--- config.mk ---
export PLATFORM = sky130hd
export DESIGN_NAME = dma_copy_engine
export DESIGN_NICKNAME = d
export VERILOG_FILES = /design/src/rtl/dma_copy_engine.sv
export SDC_FILE = /design/constraint.sdc
export NUM_CORES = 1
export LEC_CHECK = 0
export CAP_MARGIN = 10
export CORE_ASPECT_RATIO = 1.2
export CORE_MARGIN = 3
export CORE_UTILIZATION = 35
export DETAILED_ROUTE_END_ITERATION = 6
export PLACE_DENSITY = 0.62
export REMOVE_ABC_BUFFERS = 1
export SYNTH_ARGS = -nofsm -noshare
export SYNTH_HDL_FRONTEND = slang
export SYNTH_SLANG_ARGS = --single-unit
--- constraint.sdc ---
create_clock -name clk -period 2.4 [get_ports clk]
set_input_delay 0.48 -clock clk [delete_from_list [all_inputs] [get_ports clk]]
set_output_delay 0.48 -clock clk [all_outputs]
set_load 0.03 [all_outputs]
--- src/rtl/dma_copy_engine.sv ---
// Word-copy DMA engine sharing CTL's single-port SRAM.
// Copies dma_len words from dma_src to dma_dst, one word per read/capture/write
// round. It only touches the SRAM in cycles where CTL is not driving it.
module dma_copy_engine #(
  parameter int ADDR_W = 16,
  parameter int DATA_W = 32
) (
  input  logic              clk,
  input  logic              reset,
  input  logic              dma_start,
  input  logic [ADDR_W-1:0] dma_src,
  input  logic [ADDR_W-1:0] dma_dst,
  input  logic [ADDR_W-1:0] dma_len,
  input  logic              ctl_sram_req,
  input  logic [DATA_W-1:0] sram_DO,
  output logic [ADDR_W-1:0] dma_sram_ADDR,
  output logic [DATA_W-1:0] dma_sram_DI,
  output logic              dma_sram_EN,
  output logic              dma_sram_WE,
  output logic              dma_busy,
  output logic [ADDR_W-1:0] dma_remaining,
  output logic              dma_done
);

  typedef enum logic [2:0] {S_IDLE, S_RD, S_CAP, S_WR, S_DONE} state_t;

  typedef struct packed {
    logic              en;
    logic              we;
    logic [ADDR_W-1:0] addr;
    logic [DATA_W-1:0] di;
  } sram_req_t;

  state_t            state_q, state_d;
  logic [ADDR_W-1:0] src_q, src_d;
  logic [ADDR_W-1:0] dst_q, dst_d;
  logic [ADDR_W-1:0] rem_q, rem_d;
  logic [DATA_W-1:0] buf_q, buf_d;
  sram_req_t         sram_req;

  // State and datapath registers; reset clears everything and aborts any copy.
  always_ff @(posedge clk) begin
    if (reset) begin
      state_q <= S_IDLE;
      src_q   <= '0;
      dst_q   <= '0;
      rem_q   <= '0;
      buf_q   <= '0;
    end else begin
      state_q <= state_d;
      src_q   <= src_d;
      dst_q   <= dst_d;
      rem_q   <= rem_d;
      buf_q   <= buf_d;
    end
  end

  // Next-state and SRAM request; any cycle CTL owns the port is a stall.
  always_comb begin
    state_d  = state_q;
    src_d    = src_q;
    dst_d    = dst_q;
    rem_d    = rem_q;
    buf_d    = buf_q;
    sram_req = '0;
    case (state_q)
      S_IDLE: begin
        if (dma_start) begin
          src_d   = dma_src;
          dst_d   = dma_dst;
          rem_d   = dma_len;
          state_d = (dma_len != '0) ? S_RD : S_DONE;
        end
      end
      S_RD: begin
        if (!ctl_sram_req) begin
          sram_req.en   = 1'b1;
          sram_req.addr = src_q;
          state_d       = S_CAP;
        end
      end
      S_CAP: begin
        // DO holds the word read last cycle, whoever owns the port now.
        buf_d   = sram_DO;
        state_d = S_WR;
      end
      S_WR: begin
        if (!ctl_sram_req) begin
          sram_req.en   = 1'b1;
          sram_req.we   = 1'b1;
          sram_req.addr = dst_q;
          sram_req.di   = buf_q;
          src_d         = src_q + ADDR_W'(1);
          dst_d         = dst_q + ADDR_W'(1);
          rem_d         = rem_q - ADDR_W'(1);
          state_d       = (rem_q == ADDR_W'(1)) ? S_DONE : S_RD;
        end
      end
      S_DONE:  state_d = S_IDLE;
      default: state_d = S_IDLE;
    endcase
    // Reset takes effect at the edge; suppress the access in the reset cycle
    // itself so an aborted copy never lands one more word.
    if (reset) sram_req = '0;
  end

  assign dma_sram_EN   = sram_req.en;
  assign dma_sram_WE   = sram_req.we;
  assign dma_sram_ADDR = sram_req.addr;
  assign dma_sram_DI   = sram_req.di;
  assign dma_busy      = (state_q != S_IDLE);
  assign dma_done      = (state_q == S_DONE) && !reset;
  assign dma_remaining = rem_q;

endmodule
==> results of run 1 <==
==> final cells by class <==
| cell class | instances | area (um2) | area share, % |
|---|---|---|---|
| repair buffers | 186 | 1800 | 25.9 |
| clock buffers | 12 | 256 | 3.69 |
| clock inverters | 4 | 25.0 | 0.360 |
| multi-input cells | 509 | 2970 | 42.8 |
| flip-flops and latches | 83 | 1670 | 24.0 |
| inverters | 5 | 18.8 | 0.270 |
| well taps | 168 | 210 | 3.02 |
==> layout by cell type, fill, tap and decap left out, types with 5 or more instances in the layout <==
cell and n:
a21oi_1 66, clkbuf_16 9, a21o_1 5, and2_1 45
nand4_1 16, a31oi_1 7, a211oi_1 11, dfxtp_1 80
and3_1 5, or4_1 6, clkdlybuf4s50_1 98, a22oi_1 20
o21ai_0 34, o311ai_0 5, nand2_1 95, nor4_1 15
nor2_1 42, buf_12 12, buf_4 72, nor3b_1 5
and4_1 9, nand3_1 20, nor3_1 21
==> synth_stat cells (2+ instances only) <==
cell / instances / area share (%)
inv_1: 4 / 0.31
ha_1: 4 / 1.0
and2_1: 45 / 5.8
a22oi_1: 20 / 3.1
a21oi_1: 66 / 6.8
nor3_1: 21 / 2.2
nand4_1: 16 / 2.1
a31oi_1: 7 / 0.90
o211ai_1: 4 / 0.62
a21o_1: 5 / 0.77
dfxtp_1: 83 / 34
o21a_1: 2 / 0.31
o21ai_0: 34 / 3.5
o311ai_0: 5 / 0.90
or3b_2: 2 / 0.36
o2bb2ai_1: 2 / 0.36
clkbuf_1: 36 / 2.8
o22ai_1: 4 / 0.51
nand3_1: 20 / 2.1
nand2_1: 96 / 7.4
buf_2: 12 / 1.2
buf_4: 3 / 0.46
or4_1: 6 / 0.92
or3_1: 4 / 0.51
nor2b_1: 3 / 0.38
nor3b_1: 6 / 0.92
mux2i_1: 3 / 0.62
nand2b_1: 4 / 0.51
nor4_1: 15 / 1.9
a41oi_1: 4 / 0.72
and3_1: 5 / 0.64
a311oi_1: 4 / 0.72
o31ai_1: 4 / 0.62
a32o_1: 3 / 0.62
and4_1: 9 / 1.6
buf_6: 2 / 0.46
nor2_1: 43 / 3.3
a211oi_1: 11 / 1.7
or2_2: 2 / 0.26
nand3b_1: 2 / 0.31
==> flip-flops by register name, summed over array words and instances (netlist names) <==
name           count
buf_q             32
dma_remaining     16
dst_q             16
src_q             16
state_q            3
==> logic make-up after synthesis <==
logic type | count (synthesis) | synth area share [%]
AND/OR/NAND/NOR | 311 | 33.7
AO/OA/AOI/OAI | 189 | 24.8
flip-flops | 83 | 34.0
buffers and inverters | 59 | 5.41
multiplexers | 4 | 0.846
adder cells (fa/ha/maj) | 4 | 1.03
XOR/XNOR | 1 | 0.179
==> power groups by stage <==
stage	Combinational [W]	Sequential, W	Clock [W]
2_1_floorplan	0.000383	0.00165	0
3_3_place_gp	0.000824	0.00165	0
3_5_place_dp	0.000841	0.00165	0
4_1_cts	0.000850	0.00162	0.00135
5_1_grt	0.000930	0.00164	0.00141
6_report	0.000853	0.00162	0.00133
==> layer usage <==
layer / up-vias / routed length, um / global-route usage, %
met5: - / 0 / 0
met1: 2588 / 7330 / 25.7
met2: 207 / 7970 / 36.2
met4: 0 / 335 / 8.12
li1: 2685 / - / -
met3: 29 / 1020 / 3.08
==> tightest hold or removal path: stages (launching register included) <==
cell	delay [ns]
dfxtp_1	0.30
nand2_1	0.05
a21oi_1	0.05
==> stage by stage <==
step	util, %	instances	instance area, um2
after global routing	51.8	967	6950
after detailed placement	49.5	950	6640
after global placement	49.5	950	6640
final	51.8	967	6950
after floorplan	-	597	4640
after CTS	51.8	967	6950
==> path summary, 6_finish.rpt <==
check                                 startpoint  slack [ns]  cells after the start                to
worst max-delay path                  state_q[0]        0.11                      6  dma_sram_ADDR[7]
worst min-delay path                   buf_q[25]        0.45                      2         buf_q[25]
worst max register to register  dma_remaining[0]        0.26                      5        state_q[0]
worst min register to register         buf_q[25]        0.45                      2         buf_q[25]
==> repair_timing <==
item	CTS	global route
buffers inserted	1	0
setup endpoints to repair	48	32
pin swaps	1	0
resized for setup	9	2
hold buffers	0	0
==> run metrics, run 1 <==
Critical Path Slowest Stage Cell dfxtp_2; Max Cap Viol 0; Placer Congestion 0.848; Comb power frac 22.4%; Top FF cell, synth dfxtp_1; critical path capture point type output port; Worst slew margin between 50% and 60%; Max Clk Rate 0.436 GHz; H-tree levels 3; crit-path leading delay family simple AND/OR/NAND/NOR gates; setup TNS 0 ns; I/O pin total 152; async set or reset register ratio after synthesis 0%; worst-path cell chain nor2b_2 > nor3b_4 > buf_6 > a22oi_1 > nor2_1 > buf_4; count of cell types in the netlist 70; leakage 2.50 nW; min Tclk post-route 2.29 ns; CP Class reg2out; measured slew at the worst slew-check pin 0.681 ns; CTS Sinks 83; Worst Hold Class reg2reg; Antenna diodes 0; TritonCTS clock tree built; Syn Area/Cell 7.50 um2; total number of vias 5509; antenna violations before repair 0; VDD IR-drop max 0.300 mV; Final Hold Slack between 0.4 and 0.5 ns; first-pass GRT wire length roughly 26000 um; Worst Path Buf+Inv 2; row count 46; nets@finish 882; worst skew pair latency around 0.34 ns; Yosys warnings 0; CTS max path bufs 2; Sequential Power Share between 40% and 50%; Worst Skew 0.00955 ns; Starting Density 36.4%; vias in the first global route 5449; Final setup viols 0; synthesized area 4880 um2; EDFF count, synth 0; Die X 114 um; Layout area overhead 42.4%; clock buffers created by TritonCTS 9; CP required about 1.9 ns; clock power share 34.9%; Worst setup SP type flip-flop; drt drc 0; starting DRC count in detailed routing approximately 350; CTS clk-pin slew, worst paths 0.06 ns; status finished clean; Post-Syn Instances 651; CTS root buf clkbuf_16; switching share of power 30.5%; final worst path period share 95.6%; pwr/cell area 547 nW/um2; Placeable Area 13400 um2; final hold violation count 0; Chip Height 135 um; drt total wl 16700 um; Final Power 0.00380 W; dpl hpwl between 10000 and 15000 um; CP Max Fanout 10; largest net degree at the start of global routing 59; number of synthesized register bits 83; dpl ws -0.0452 ns; max incr delay on CP 0.42 ns; gr ovfl total 0; sw power roughly 0.0012 W; Fill cells between 1k and 1.5k; Port Buffers 151; average vias per placed instance 5.70; Arrival @ worst endpoint ~1.8 ns; First-pass DRT Iterations 5; wire per inst 17.2 um; RSZ-0062 raised after global routing false; antenna-violating nets left 0; final count of pins violating max slew 0; ratio of cells with drive above 1 in the final layout 15.1%; Internal Power about 0.0026 W; aggregate global-route resource usage 20.8%; register area share after synthesis 34.0%; Worst Setup Slack, final 0.106 ns; Die Area ~15000 um2
Note: power is estimated with default switching activity, not from simulation.
==> run 2: changes to the inputs <==
--- a/config.mk
+++ b/config.mk
@@ -8,9 +8,9 @@
 export CAP_MARGIN = 10
 export CORE_ASPECT_RATIO = 1.2
 export CORE_MARGIN = 3
-export CORE_UTILIZATION = 35
+export CORE_UTILIZATION = 51
 export DETAILED_ROUTE_END_ITERATION = 6
-export PLACE_DENSITY = 0.62
+export PLACE_DENSITY = 0.85
 export REMOVE_ABC_BUFFERS = 1
 export SYNTH_ARGS = -nofsm -noshare
 export SYNTH_HDL_FRONTEND = slang
==> constraint.sdc (replaced) <==
create_clock -name clk -period 2.85 [get_ports clk]
set_input_delay 0.57 -clock clk [delete_from_list [all_inputs] [get_ports clk]]
set_output_delay 0.57 -clock clk [all_outputs]
set_load 0.03 [all_outputs]
==> run 2 against run 1 <==
First-iteration DRC count increased by 22%; clock power decreased by 28%; sequential power down 15%; core utilization grew 21 points; global-route usage grew 7.1 points; cell count is 6.2% lower; register-to-register slack improved by 0.47 ns; die area decreased by 30%; highest routed layer unchanged; worst setup slack gained 0.0098 ns; non-clock buffer count fell by 12; routed wire length down 8.4%.
==> run metrics, run 2 (synthesized netlist as in run 1, its figures left out) <==
antenna-violating nets left 0; CP required 2.28 ns; CTS root buf clkbuf_8; Final setup viols 0; drt total wl 15300 um; worst skew pair latency around 0.37 ns; placed insts slightly below 900; CTS clk-pin slew, worst paths ~0.080 ns; total number of vias 5571; max incr delay on CP 0.50 ns; TritonCTS clock tree built; Chip Height 113 um; Arrival @ worst endpoint 2.16 ns; Starting Density 53.2%; wire per inst 16.8 um; gr ovfl total 0; setup repair bufs after CTS 0; most frequent cells in the layout clkdlybuf4s50_1 (100), nand2_1 (96), dfxtp_1 (81), a21oi_1 (66), buf_4 (65); Placer Congestion 0.889; final hold violation count 0; CTS Sinks 83; min Tclk post-route roughly 2.7 ns; Placeable Area 9180 um2; worst-path cell chain clkdlybuf4s50_1 > nor2b_1 > nor3b_2 > buf_6 > a22oi_1 > nor2_1 > buf_12; VDD IR-drop max 0.250 mV; pwr/cell area about 450 nW/um2; nets@finish 870; Die X 95.3 um; average vias per placed instance 6.14; Layout area overhead 36.6%; Worst setup SP type input port; CP Class in2out; CTS Hold Buffers Added 0; Worst slew margin a little under three fifths; Final Hold Slack about 0.45 ns; RSZ-0062 raised after global routing false; row count 38; Largest Register buf_q; drt drc 0; first-pass GRT wire length 24400 um; measured slew at the worst slew-check pin 0.663 ns; First-pass DRT Iterations 7; Max Cap Viol 0; Die Area 10800 um2; vias in the first global route 5172; Fill cells about 730; fin cells between 900 and 1k; Port Buffers approximately 150; most common cell after layout, fill and taps aside clkdlybuf4s50_1; leakage around 2.4 nW; ratio of cells with drive above 1 in the final layout 13.3%; CP Max Fanout 16; starting DRC count in detailed routing 421; aggregate global-route resource usage 27.9%; CTS max path bufs 2; largest net degree at the start of global routing 55; max reg flops 32; Worst Hold Class reg2reg; dpl hpwl 10900 um; Antenna diodes 0; final count of pins violating max slew 0; I/O pin total 152; antenna violations before repair 0; clock buffers created by TritonCTS 9; status finished clean; Max Clk Rate 0.366 GHz; final worst path period share 95.9%; critical path capture point type output port; H-tree levels 3; Critical Path Slowest Stage Cell clkdlybuf4s50_1; Worst Skew 0.0106 ns
## run 2: changes by cell type in the layout (fill, tap and decap cells not counted), sizes merged
cell	previous run	this run
dlygate4sd2	1	0
bufinv	0	2
clkbuf	12	10
buf	87	74
clkdlybuf4s50	98	100
## run 2: where the power goes
group,internal [W],switching (W)
combinational,0.000330,0.000359
sequential,0.00125,0.000126
clock,0.000517,0.000438
total,0.00209,0.000923
## run 2: worst max-delay path, delay by kind of cell
family	cells	cell delay (ns)
and+or+nand+nor	3	0.65
buffers and inverters	3	0.86
AOI/OAI and AO/OA	1	0.08
## run 2: repair_timing
item	4_1_cts	5_1_grt
endpoints found under the setup margin	0	46
resized for setup	0	3
hold endpoints to repair	0	0
## run 2: layout make-up
type	instances	area, um2	area share, %
tap	120	150	2.25
inverter	5	18.8	0.282
clock inverter	6	88.8	1.33
timing repair buffer	174	1650	24.7
sequential	83	1660	25.0
multi-input combinational	509	2960	44.4
clock buffer	10	138	2.06
## run 2: worst paths after layout
kind,from,end,slack (ns),cells past startpoint
max,ctl_sram_req,dma_sram_ADDR[12],0.12,7
min,buf_q[23],buf_q[23],0.45,2
max reg2reg,state_q[2],dst_q[13],0.73,5
min reg2reg,buf_q[23],buf_q[23],0.45,2
## run 2: metal layers
metal  part of all wire [%]  GRT usage (%)
met5                      0              0
met4                    4.2           15.8
met3                    8.7           4.19
met2                     46           45.2
met1                     41           34.9
## run 2: per-stage QoR
stage	utilization (%)	TNS [ns]	setup WS (ns)	power (W)	cell area [um2]
global placement	70.1	0	0.201	0.00205	6430
global route	72.6	0	0.0159	0.00316	6670
detailed placement	70.1	0	0.148	0.00207	6430
CTS	72.6	0	0.0345	0.00302	6660
floorplan	-	-25.87	-0.785	0.00171	4640
finish	72.6	0	0.116	0.00302	6670
==> run 3: changes to the inputs <==
--- a/config.mk
+++ b/config.mk
@@ -5,6 +5,7 @@
 export SDC_FILE = /design/constraint.sdc
 export NUM_CORES = 1
 export LEC_CHECK = 0
+export ABC_AREA = 1
 export CAP_MARGIN = 10
 export CORE_ASPECT_RATIO = 1.2
 export CORE_MARGIN = 3
@@ -12,6 +13,7 @@
 export DETAILED_ROUTE_END_ITERATION = 6
 export PLACE_DENSITY = 0.85
 export REMOVE_ABC_BUFFERS = 1
+export SKIP_LAST_GASP = 1
 export SYNTH_ARGS = -nofsm -noshare
 export SYNTH_HDL_FRONTEND = slang
 export SYNTH_SLANG_ARGS = --single-unit
==> run 3 against run 2 <==
Non-clock buffer count is 10 lower; worst setup slack better by 0.048 ns; via count is 3.2% higher; total power is 95% higher; sequential power is 50% higher; sequential share of layout area is 0.056 points higher; clock-buffer cell count is 1 higher; first-iteration DRC count is 21% higher; die area is 1.0% higher; highest routed layer unchanged.
==> run metrics, run 3 <==
starting DRC count in detailed routing 508; total number of vias 5751; average vias per placed instance about 5.3; final core utilization 72.0%; antenna violations before repair 0; Placeable Area between 9000 and 10000 um2; gr ovfl total 0; Hold Path Cell Cnt 2; synth top area cells dfxtp_1 (34%), nand2_1 (14%), nor2_1 (13%); Worst R2R Path Depth 4; CTS Hold Buffers Added 0; Worst Hold Class reg2reg; final worst path period share 94.2%; Die X 95.8 um; Comb power frac 48.8%; drt drc 0; switching share of power 46.3%; status finished clean; most common cell after layout, fill and taps aside nand2_1; CP Max Fanout 16; fin cells 1077; first-pass GRT wire length 23900 um; Layout area overhead 34.6%; Port Buffers around 150; I/O pin total roughly 150; share of the synthesized area in the top cell type 33.7%; clock power share between 10% and 20%; most frequent cell after synthesis nand2_1; Worst setup SP type input port; register area share after synthesis around a third; async set or reset register ratio after synthesis 0%; count of cell types in the netlist 29; Internal Power 0.00315 W; pwr/cell area 885 nW/um2; wire per inst between 10 and 15 um; leakage around 2.7 nW; Final setup viols 0; Arrival @ worst endpoint 2.12 ns; final count of pins violating max slew 0; EDFF count, synth 0; r2r setup slk 0.82 ns; CP required 2.28 ns; max reg flops 32; Placer Congestion between 0.8 and 0.9; cell taking the most area after synthesis dfxtp_1; Final Hold Slack around 0.46 ns; ratio of cells with drive above 1 in the final layout 9.51%; Largest Register buf_q; clock buffers created by TritonCTS 9; VDD IR-drop max about 0.63 mV; TritonCTS clock tree built; sw power 0.00272 W; CTS Sinks 83; Antenna diodes 0; CP Class in2out; Max Clk Rate 0.372 GHz; placed insts 1058; CTS clk-pin slew, worst paths 0.08 ns; row count 38; Sequential Power Share between 30% and 40%; Die Area about 11000 um2; number of synthesized register bits 83; CTS max path bufs 2; Syn Area/Cell 6.01 um2; final hold violation count 0; dpl ws -0.0452 ns; min Tclk post-route 2.69 ns; vias in the first global route around 5.4k; critical path capture point type output port; drt total wl 14500 um; Worst slew margin 33.1%; Yosys warnings 0; First-pass DRT Iterations 7; nets@finish 1041; H-tree levels 3; Chip Height 114 um; Worst Setup Slack, final 0.165 ns; most frequent cells in the layout nand2_1 (179), nor2_1 (175), clkdlybuf4s50_1 (101), dfxtp_1 (83), a21oi_1 (82); Max Cap Viol 0; dpl hpwl 10400 um; Worst Skew 0.00788 ns; top post-synthesis cells by count nand2_1 (179), nor2_1 (177), dfxtp_1 (83); antenna-violating nets left 0; CTS root buf clkbuf_8; Post-Syn Instances 821; measured slew at the worst slew-check pin 1.00 ns; worst skew pair latency 0.36 ns; RSZ-0062 raised after global routing false; aggregate global-route resource usage 27.1%; synthesized area just under 5000 um2; largest net degree at the start of global routing 74; Top FF cell, synth dfxtp_1; Starting Density 53.5%
## run 3: logic make-up after synthesis
group	Yosys count	share of synthesized area, %
simple gates	429	35.3
compound gates	182	19.7
buf+inv	120	9.79
flops	83	33.7
fa+ha+maj	4	1.01
xor+xnor	3	0.533
## run 3: stage by stage
step	setup TNS (ns)	total power [W]	cell area, um2
finish	0	0.00587	6640
global placement	0	0.00480	6380
CTS	-0.813	0.00585	6600
floorplan	-154.23	0.00390	4740
detailed placement	-0.331	0.00491	6380
global route	0	0.00638	6640
## run 3: layout make-up
type	count	area, um2
clock buffer	11	141
clock inverter	4	75.1
fill	817	2580
inverter	76	289
multi-input combinational	618	2800
sequential	83	1660
tap	120	150
timing repair buffer	164	1510
timing repair inverter	1	7.51
## run 3: layer usage
metal,GRT usage [%],vias up,share of wire [%]
met2,44.7,227,47
met4,11.5,0,2.2
met1,34.5,2575,43
met3,5.01,26,7.9
met5,0,-,0
li1,-,2923,-
## run 3: power groups by stage
stage	clock, W	combinational, W	sequential [W]
3_3_place_gp	0	0.00275	0.00205
5_1_grt	0.00101	0.00324	0.00213
2_1_floorplan	0	0.00178	0.00212
6_report	0.000944	0.00287	0.00206
3_5_place_dp	0	0.00283	0.00207
4_1_cts	0.000956	0.00284	0.00205
## run 3: what timing repair did
item,CTS,global route
endpoints found under the setup margin,32,32
pin swaps,0,0
buffers inserted,0,3
gates resized for setup,0,4
cloned,0,1
## run 3: path summary, 6_finish.rpt
check                                        end    startpoint
worst min register to register          buf_q[4]      buf_q[4]
worst max-delay path            dma_sram_ADDR[5]  ctl_sram_req
worst min-delay path                    buf_q[4]      buf_q[4]
worst max register to register         buf_q[22]    state_q[0]
## run 3: critical path, stage by stage
cell and delay, ns:
clkdlybuf4s50_1 0.56, inv_1 0.06, nand2_1 0.10, buf_4 0.12, inv_1 0.03, buf_4 0.18, a22oi_1 0.24, nor2_1 0.08
buf_4 0.17
